`src/rtl/mem_arbiter_pkg.sv`:
```
// Shared types for the memory arbiter.
//   arb_state_t : arbiter FSM state (IDLE, I_BUSY, D_BUSY)
//   mem_cmd_t   : one registered memory request (we/addr/wdata/be)
//   fetch_cmd() : builds the read-only, full-word request used for fetches
package mem_arbiter_pkg;

  localparam int unsigned XLEN = 32;
  localparam int unsigned BE_W = 4;

  typedef enum logic [1:0] {
    IDLE   = 2'd0,
    I_BUSY = 2'd1,
    D_BUSY = 2'd2
  } arb_state_t;

  typedef struct packed {
    logic            we;
    logic [XLEN-1:0] addr;
    logic [XLEN-1:0] wdata;
    logic [BE_W-1:0] be;
  } mem_cmd_t;

  function automatic mem_cmd_t fetch_cmd(input logic [XLEN-1:0] addr);
    mem_cmd_t cmd;
    cmd.we    = 1'b0;
    cmd.addr  = addr;
    cmd.wdata = '0;
    cmd.be    = '1;
    return cmd;
  endfunction

endpackage

```
`src/rtl/mem_arbiter_if.sv`:
```
// Bundle of the fetch port, data port, memory port and hazard-unit stalls around the arbiter.
//   slave  : arbiter view (requests and mem_ack/mem_rdata in; grants, data, stalls out)
//   master : environment view (requesters, memory and hazard unit)
interface mem_arbiter_if;
  import mem_arbiter_pkg::*;

  // Fetch port
  logic            if_req;
  logic [XLEN-1:0] if_addr;
  logic [XLEN-1:0] if_rdata;
  logic            if_done;
  // Data port
  logic            d_req;
  logic            d_we;
  logic [XLEN-1:0] d_addr;
  logic [XLEN-1:0] d_wdata;
  logic [BE_W-1:0] d_be;
  logic [XLEN-1:0] d_rdata;
  logic            d_done;
  // Single-port memory
  logic            mem_req;
  logic            mem_we;
  logic [XLEN-1:0] mem_addr;
  logic [XLEN-1:0] mem_wdata;
  logic [BE_W-1:0] mem_be;
  logic            mem_ack;
  logic [XLEN-1:0] mem_rdata;
  // Status
  logic            bus_err;
  logic            stall_if;
  logic            stall_mem;

  modport slave (
    input  if_req, if_addr, d_req, d_we, d_addr, d_wdata, d_be, mem_ack, mem_rdata,
    output if_rdata, if_done, d_rdata, d_done, mem_req, mem_we, mem_addr, mem_wdata, mem_be,
           bus_err, stall_if, stall_mem
  );

  modport master (
    output if_req, if_addr, d_req, d_we, d_addr, d_wdata, d_be, mem_ack, mem_rdata,
    input  if_rdata, if_done, d_rdata, d_done, mem_req, mem_we, mem_addr, mem_wdata, mem_be,
           bus_err, stall_if, stall_mem
  );

endinterface

```
`src/rtl/arb_timer.sv`:
```
// Clearable saturating up-counter with a terminal flag.
//   clk, reset : clock, asynchronous active-high reset
//   clr        : synchronous clear (wins over inc)
//   inc        : count this cycle; the count saturates at Limit
//   term       : high when this increment brings the count to Limit
module arb_timer #(
  parameter int unsigned Limit = 255
) (
  input  logic clk,
  input  logic reset,
  input  logic clr,
  input  logic inc,
  output logic term
);

  localparam int unsigned CntW = $clog2(Limit + 1);
  localparam logic [CntW-1:0] CntMax  = CntW'(Limit);
  localparam logic [CntW-1:0] CntLast = CntW'(Limit - 1);

  logic [CntW-1:0] count_q;

  always_ff @(posedge clk or posedge reset) begin
    if (reset) begin
      count_q <= '0;
    end else if (clr) begin
      count_q <= '0;
    end else if (inc && (count_q != CntMax)) begin
      count_q <= count_q + 1'b1;
    end
  end

  // Flagging on the final increment makes the Limit-th idle busy cycle the last one.
  assign term = inc & (count_q == CntLast);

endmodule

```
`src/rtl/mem_arbiter.sv`:
```
// Arbitrates a fetch port and a data port onto one single-port memory, one transaction at a time.
//   clk, reset : clock, asynchronous active-high reset
//   bus        : mem_arbiter_if.slave -- fetch/data ports, memory port, bus_err and stalls
// Data wins in IDLE unless the fetch side has been passed over STARVE_LIMIT times in a row.
// A transaction with no mem_ack for MAX_WAIT busy cycles completes with bus_err and rdata 0.
module mem_arbiter
  import mem_arbiter_pkg::*;
#(
  parameter int unsigned STARVE_LIMIT = 4,
  parameter int unsigned MAX_WAIT     = 255
) (
  input logic          clk,
  input logic          reset,
  mem_arbiter_if.slave bus
);

  localparam int unsigned StarveW = $clog2(STARVE_LIMIT + 1);
  localparam logic [StarveW-1:0] StarveMax = StarveW'(STARVE_LIMIT);

  arb_state_t       state_q, state_d;
  logic             grant_i, grant_d;
  logic             busy, timeout, finish;
  mem_cmd_t         cmd_q;
  logic [StarveW-1:0] starve_q;
  logic [XLEN-1:0]  if_rdata_q, d_rdata_q;
  logic             if_done_q, d_done_q, bus_err_q;

  assign busy   = (state_q != IDLE);
  assign finish = busy & (bus.mem_ack | timeout);

  arb_timer #(
    .Limit(MAX_WAIT)
  ) u_wait_timer (
    .clk  (clk),
    .reset(reset),
    .clr  (grant_i | grant_d),
    .inc  (busy & ~bus.mem_ack),
    .term (timeout)
  );

  // State register
  always_ff @(posedge clk or posedge reset) begin
    if (reset) begin
      state_q <= IDLE;
    end else begin
      state_q <= state_d;
    end
  end

  // Next state and grant decision
  always_comb begin
    state_d = state_q;
    grant_i = 1'b0;
    grant_d = 1'b0;
    unique case (state_q)
      IDLE: begin
        if (bus.d_req && !(bus.if_req && (starve_q == StarveMax))) begin
          grant_d = 1'b1;
          state_d = D_BUSY;
        end else if (bus.if_req) begin
          grant_i = 1'b1;
          state_d = I_BUSY;
        end
      end
      I_BUSY, D_BUSY: begin
        if (bus.mem_ack || timeout) begin
          state_d = IDLE;
        end
      end
      default: state_d = IDLE;
    endcase
  end

  // Outputs
  always_comb begin
    bus.mem_req   = busy;
    bus.mem_we    = cmd_q.we;
    bus.mem_addr  = cmd_q.addr;
    bus.mem_wdata = cmd_q.wdata;
    bus.mem_be    = cmd_q.be;
    bus.if_rdata  = if_rdata_q;
    bus.if_done   = if_done_q;
    bus.d_rdata   = d_rdata_q;
    bus.d_done    = d_done_q;
    bus.bus_err   = bus_err_q;
    bus.stall_if  = bus.if_req & ~if_done_q;
    bus.stall_mem = bus.d_req & ~d_done_q;
  end

  // Request capture, starve count and completion datapath
  always_ff @(posedge clk or posedge reset) begin
    if (reset) begin
      cmd_q      <= '0;
      starve_q   <= '0;
      if_rdata_q <= '0;
      d_rdata_q  <= '0;
      if_done_q  <= 1'b0;
      d_done_q   <= 1'b0;
      bus_err_q  <= 1'b0;
    end else begin
      if_done_q <= 1'b0;
      d_done_q  <= 1'b0;
      bus_err_q <= 1'b0;
      if (grant_i) begin
        cmd_q    <= fetch_cmd(bus.if_addr);
        starve_q <= '0;
      end
      if (grant_d) begin
        cmd_q <= '{we: bus.d_we, addr: bus.d_addr, wdata: bus.d_wdata, be: bus.d_be};
        if (bus.if_req && (starve_q != StarveMax)) begin
          starve_q <= starve_q + 1'b1;
        end
      end
      // timeout only fires on cycles without mem_ack, so the two never coincide
      if (finish) begin
        bus_err_q <= ~bus.mem_ack;
        if (state_q == I_BUSY) begin
          if_done_q  <= 1'b1;
          if_rdata_q <= bus.mem_ack ? bus.mem_rdata : '0;
        end else begin
          d_done_q <= 1'b1;
          if (!cmd_q.we) begin
            d_rdata_q <= bus.mem_ack ? bus.mem_rdata : '0;
          end
        end
      end
    end
  end

endmodule

```
`src/flat_wrapper.sv`:
```
// flat-port wrapper written by rule: the top's interface ports become plain ports
module mem_arbiter_flat import mem_arbiter_pkg::*;
#(
  parameter int unsigned STARVE_LIMIT = 4,
  parameter int unsigned MAX_WAIT     = 255
)
  (clk, reset, bus_if_req, bus_if_addr, bus_d_req, bus_d_we, bus_d_addr, bus_d_wdata, bus_d_be, bus_mem_ack, bus_mem_rdata, bus_if_rdata, bus_if_done, bus_d_rdata, bus_d_done, bus_mem_req, bus_mem_we, bus_mem_addr, bus_mem_wdata, bus_mem_be, bus_bus_err, bus_stall_if, bus_stall_mem);
  mem_arbiter_if bus_i ();
  input logic clk;
  input logic reset;
  input wire logic [$bits(bus_i.if_req)-1:0] bus_if_req;
  input wire logic [$bits(bus_i.if_addr)-1:0] bus_if_addr;
  input wire logic [$bits(bus_i.d_req)-1:0] bus_d_req;
  input wire logic [$bits(bus_i.d_we)-1:0] bus_d_we;
  input wire logic [$bits(bus_i.d_addr)-1:0] bus_d_addr;
  input wire logic [$bits(bus_i.d_wdata)-1:0] bus_d_wdata;
  input wire logic [$bits(bus_i.d_be)-1:0] bus_d_be;
  input wire logic [$bits(bus_i.mem_ack)-1:0] bus_mem_ack;
  input wire logic [$bits(bus_i.mem_rdata)-1:0] bus_mem_rdata;
  output wire logic [$bits(bus_i.if_rdata)-1:0] bus_if_rdata;
  output wire logic [$bits(bus_i.if_done)-1:0] bus_if_done;
  output wire logic [$bits(bus_i.d_rdata)-1:0] bus_d_rdata;
  output wire logic [$bits(bus_i.d_done)-1:0] bus_d_done;
  output wire logic [$bits(bus_i.mem_req)-1:0] bus_mem_req;
  output wire logic [$bits(bus_i.mem_we)-1:0] bus_mem_we;
  output wire logic [$bits(bus_i.mem_addr)-1:0] bus_mem_addr;
  output wire logic [$bits(bus_i.mem_wdata)-1:0] bus_mem_wdata;
  output wire logic [$bits(bus_i.mem_be)-1:0] bus_mem_be;
  output wire logic [$bits(bus_i.bus_err)-1:0] bus_bus_err;
  output wire logic [$bits(bus_i.stall_if)-1:0] bus_stall_if;
  output wire logic [$bits(bus_i.stall_mem)-1:0] bus_stall_mem;
  assign bus_i.if_req = bus_if_req;
  assign bus_i.if_addr = bus_if_addr;
  assign bus_i.d_req = bus_d_req;
  assign bus_i.d_we = bus_d_we;
  assign bus_i.d_addr = bus_d_addr;
  assign bus_i.d_wdata = bus_d_wdata;
  assign bus_i.d_be = bus_d_be;
  assign bus_i.mem_ack = bus_mem_ack;
  assign bus_i.mem_rdata = bus_mem_rdata;
  assign bus_if_rdata = bus_i.if_rdata;
  assign bus_if_done = bus_i.if_done;
  assign bus_d_rdata = bus_i.d_rdata;
  assign bus_d_done = bus_i.d_done;
  assign bus_mem_req = bus_i.mem_req;
  assign bus_mem_we = bus_i.mem_we;
  assign bus_mem_addr = bus_i.mem_addr;
  assign bus_mem_wdata = bus_i.mem_wdata;
  assign bus_mem_be = bus_i.mem_be;
  assign bus_bus_err = bus_i.bus_err;
  assign bus_stall_if = bus_i.stall_if;
  assign bus_stall_mem = bus_i.stall_mem;
  mem_arbiter #(.STARVE_LIMIT(STARVE_LIMIT), .MAX_WAIT(MAX_WAIT)) u_core (.clk(clk), .reset(reset), .bus(bus_i));
endmodule
```
`config.mk`:
```
export PLATFORM = sky130hd
export DESIGN_NAME = mem_arbiter_flat
export DESIGN_NICKNAME = d
export VERILOG_FILES = /design/src/rtl/mem_arbiter_pkg.sv /design/src/rtl/mem_arbiter_if.sv /design/src/rtl/arb_timer.sv /design/src/rtl/mem_arbiter.sv /design/src/flat_wrapper.sv
export SDC_FILE = /design/constraint.sdc
export NUM_CORES = 1
export LEC_CHECK = 0
export ABC_AREA = 1
export CAP_MARGIN = 5
export CORE_ASPECT_RATIO = 1.75
export CORE_MARGIN = 2
export CORE_UTILIZATION = 40
export DETAILED_ROUTE_END_ITERATION = 7
export PLACE_DENSITY_LB_ADDON = 0.2
export RECOVER_POWER = 25
export SLEW_MARGIN = 20
export SYNTH_ARGS = -nofsm -noshare
export SYNTH_HDL_FRONTEND = slang
export SYNTH_HIERARCHICAL = 1
export SYNTH_SLANG_ARGS = --single-unit
```
`constraint.sdc`:
```
create_clock -name clk -period 6.75 [get_ports clk]
set_clock_uncertainty 0.1 [all_clocks]
set_input_delay 1.6875 -clock clk [delete_from_list [all_inputs] [get_ports clk]]
set_output_delay 1.6875 -clock clk [all_outputs]
set_load 0.02 [all_outputs]
```
# Word-level counts from Yosys, hierarchy flattened
# Index checks and enable logic that the tools add are counted.
[classes] n_addsub=2 eq_ne=8 mux=22 bitwise=12 n_reduce_logical=14
[op_table] op="69-bit two-way mux" n=2
[op_table] op="32-bit two-way mux" n=1
[op_table] op="8-bit two-way mux" n=2
[op_table] op="1-bit two-way mux" n=10
[op_table] op="3-bit two-way mux" n=3
[op_table] op="8-bit by 1-bit adder with 8-bit output (second input constant)" n=1
[op_table] op="8-bit equality test (second input constant)" n=1
[op_table] op="8-bit != test (second input constant)" n=1
[op_table] op="2-bit two-way mux" n=3
[op_table] op="2-bit nonzero test" n=3
[op_table] op="1-bit bitwise AND" n=5
[op_table] op="1-bit inverter" n=5
[op_table] op="1-bit logical AND" n=4
[op_table] op="2-bit one-hot mux with 2 select lines" n=1
[op_table] op="2-bit AND reduction" n=2
[op_table] op="3-bit by 1-bit adder with 3-bit output (second input constant)" n=1
[op_table] op="3-bit equality test (second input constant)" n=1
[op_table] op="3-bit by 2-bit != test with 1-bit output (second input constant)" n=1
[op_table] op="3-bit != test (second input constant)" n=1
[op_table] op="3-bit AND reduction" n=1
[op_table] op="2-bit by 1-bit equality test with 1-bit output (second input constant)" n=1
[op_table] op="2-bit equality test (second input constant)" n=1
[op_table] op="2-bit logical NOT" n=1
[op_table] op="2-bit by 1-bit != test with 1-bit output (second input constant)" n=1
[op_table] op="4 further kinds" n=5
[totals] reg_bits=149 input_bits=138 out_inout_bits=139

# Depth between registers and ports, before layout
[logic_depth] word_depth=9 mapped_depth=15 depth_no_buf=10

# Modules after synthesis
# The synthesis kept the hierarchy.
[by_module_without_submodules] mod="mem_arbiter" n_inst=1 cells_each=733 area_per_inst_um2=6189.7
[by_module_without_submodules] mod="arb_timer" n_inst=1 cells_each=77 area_per_inst_um2=531.8

# Worst setup path before layout
# Ideal clock, no wire load.
[synth_timing] path_kind="input port to output port" start="in bus_d_req" end="out bus_stall_mem" arrival_time_ns=2.246 required_time_ns=4.963 path_slack_ns=2.716 cell_stages=3 n_path_buf=1 cell_sequence="buf_2 inv_1 nor2_1"
[synth_via] elab_chain_cells=1
[synth_rtl] element="start, declared" line_no="flat_wrapper.sv:13" text="input wire logic [$bits(bus_i.d_req)-1:0] bus_d_req;"
[synth_rtl] element="1-bit bitwise AND" line_no="mem_arbiter.sv:87" text="bus.stall_mem = bus.d_req & ~d_done_q;"
[synth_rtl] element="end, declared" line_no="flat_wrapper.sv:31" text="output wire logic [$bits(bus_i.stall_mem)-1:0] bus_stall_mem;"
# No other way between the ends.

# Worst setup path after layout
# Ends and elaborated chain as after synthesis.

==> results_dict.tcl <==
set metrics [dict create \
    status "completed" \
    fillers 1537 \
    core-area_um2 16400 \
    drtIter0Drc 272 \
    synth_cell_type_count 28 \
    layout_setup_ws_ns 1.35 \
    hp-class "reg -> reg" \
    wl_um 19500 \
    synth_fp_nets 954 \
    antenna_found_initial 0 \
    grt_pass1_wl_um 31000 \
    die_area_um2 17900 \
    max_cap_violations 0 \
    cts.clk_slew.worst_paths_ns 0.07 \
    area.sequential_um2 3730 \
    grt_pass1_vias 6111 \
    first_pass_iters 4 \
    syn_area_um2 6720 \
    cts_max_level 4 \
    cts_buffers 17 \
    num_rows 62 \
    switching_share 0.402 \
    post-dp-hpwl_um 13600 \
    cts_resized 0 \
    synth_top_area_frac 0.555 \
    worstSetupStartpointType "input pin" \
    tns_ns 0 \
    die_w_um 102 \
    place.gp.congestion 0.808 \
    route.detailed.drc 0 \
    synth_ff_type "dfrtp_1" \
    post-cts-setup-buffers 0 \
    synth_cells 810 \
    p_leak_nw 4.88 \
    endpoint_kind "output pin" \
    boundaryPins 277 \
    grt_use_total 0.222 \
    critPathKind "in -> out" \
    vias 6120 \
    fin_util 0.615 \
    drive_above_1_share 0.0511 \
    hold_buffers 0 \
    sequentialPowerShare 0.325 \
    finalSetupViolCount 0 \
    synthTopCellsByArea "dfrtp_1 55%, nand2_1 15%, inv_1 6.8%" \
    clock_sinks 149 \
    hold_viol 0 \
    cp.arrival_ns 3.61 \
    root_buffer "clkbuf_16" \
    area_growth_syn_to_layout_pct 50.5 \
    clockPowerShare 0.200 \
    drtAntennaViolNets 0 \
    io_buffers 276 \
    peakVddDrop_v 0.000289 \
    crit_required_ns 4.96 \
    die_h_um 175 \
    ys.warnings.count 6 \
    switching_power_w 0.00183 \
    pwr_density_cell_nw_per_um2 449 \
    hold_ws_ns 0.378 \
    ys_seq_area_frac 0.555 \
    intPower_w 0.00272 \
    clk-insertion-delay-late_ns 0.41 \
    synth_top_area_cell "dfrtp_1" \
    diodes 0 \
    cts_tree "done" \
    synth_async_sr_flop_share 1.00 \
    multi_input_area_um2 2270 \
    wl_per_cell_um 15.0 \
    synth_most_common_cell "nand2_1" \
    finalNetCount 1208 \
    overflow 0 \
    crit_fanout 37 \
    via_per_inst 4.71 \
    period_share 0.799 \
    finalCriticalPeriod_ns 5.40 \
    maxSlewViolCount 0 \
    rsz0062_at_grt "false" \
    tightest_slew_ns 0.958 \
    pre_cts_ws_ns 1.43 \
    clock.fmax_ghz 0.185 \
    synth.avg_cell_area_um2 8.30 \
    synth-seq-cells 149 \
    initial_core_util 0.409 \
    grt_max_degree 101 \
    synth_common_cells "266 x nand2_1, 149 x dfrtp_1, 121 x inv_1" \
    synth-edff-count 0 \
    cts_buffer_depth 2 \
    max_slew_margin 0.361 \
    combPwrFrac 0.475 \
]
-- flip-flops by register name (all words and copies together), names as in the netlist --
register	cells
u_core/bus.d_rdata	32
u_core/bus.if_rdata	32
u_core/bus.mem_addr	32
u_core/bus.mem_wdata	32
u_core/u_wait_timer/count_q	8
u_core/bus.mem_be	4
u_core/starve_q	3
u_core/state_q	2
u_core/bus.bus_err	1
u_core/bus.d_done	1
u_core/bus.if_done	1
u_core/bus.mem_we	1
-- power by group through the flow --
| stage | Clock [W] | Combinational [W] | Sequential [W] |
|---|---|---|---|
| after floorplan | 0 | 0.000701 | 0.00193 |
| after global placement | 0 | 0.00215 | 0.00148 |
| after detailed placement | 0 | 0.00218 | 0.00149 |
| after CTS | 0.000937 | 0.00218 | 0.00148 |
| after global routing | 0.000975 | 0.00235 | 0.00153 |
| final | 0.000909 | 0.00216 | 0.00148 |
-- placed cells by master (no fill, tap or decap), types with 5 or more instances in the layout --
cell / Yosys / final
buf_4: 11 / 5
clkbuf_16: 0 / 17
clkdlybuf4s50_1: 0 / 274
dfrtp_1: 149 / 149
ha_1: 6 / 5
inv_1: 121 / 120
inv_6: 0 / 8
nand2_1: 266 / 265
nand3_1: 40 / 40
nand4_1: 34 / 34
nor2_1: 17 / 17
o21ai_0: 77 / 77
o21ai_1: 33 / 33
-- layer usage --
layer  share of wire  vias up  global-route usage
met2            0.54      211               0.401
li1                -     3036                   -
met4           0.035        0              0.0928
met3           0.060       38              0.0509
met1            0.37     2835               0.246
met5               0        -                   0
-- cell type report --
class                   count  area share
flip-flops and latches    149       0.369
repair buffers            281       0.277
multi-input cells         490       0.224
inverters                 125      0.0470
clock buffers              17      0.0420
well taps                 224      0.0277
clock inverters            14      0.0137
-- through the flow --
| stage | cells | instance area (um2) | total power (W) |
|---|---|---|---|
| after floorplan | 810 | 6720 | 0.00263 |
| after global placement | 1269 | 9550 | 0.00362 |
| after detailed placement | 1269 | 9550 | 0.00367 |
| after CTS | 1300 | 10100 | 0.00460 |
| after global routing | 1300 | 10100 | 0.00485 |
| final | 1300 | 10100 | 0.00454 |
-- path summary, 6_finish.rpt --
path	from	end	slack [ns]	depth (start not counted)
worst max-delay path	bus_d_req	bus_stall_mem	1.35	5
max in group asynchronous	reset	u_core/bus.if_rdata[11]	3.54	3
min in group asynchronous	reset	u_core/u_wait_timer/count_q[3]	1.69	2
worst max register to register	u_core/state_q[0]	u_core/bus.if_rdata[8]	3.78	10
worst min-delay path	u_core/bus.mem_addr[17]	u_core/bus.mem_addr[17]	0.38	2
worst min register to register	u_core/bus.mem_addr[17]	u_core/bus.mem_addr[17]	0.38	2
-- critical path, stage by stage --
cell and delay (ns):
dlygate4sd3_1 0.52, buf_4 0.41, inv_1 0.11, nor2_1 0.23
clkdlybuf4s50_1 0.65
-- kinds of logic after synthesis --
family,count (synthesis),synth area share
and+or+nand+nor,369,0.236
DFF,149,0.555
xor gates and xnor gates,3,0.00391
adders and majority gates,6,0.0112
buffers and inverters,171,0.109
AOI/OAI and AO/OA,112,0.0851
No activity file was read; power rests on OpenSTA's default activity.
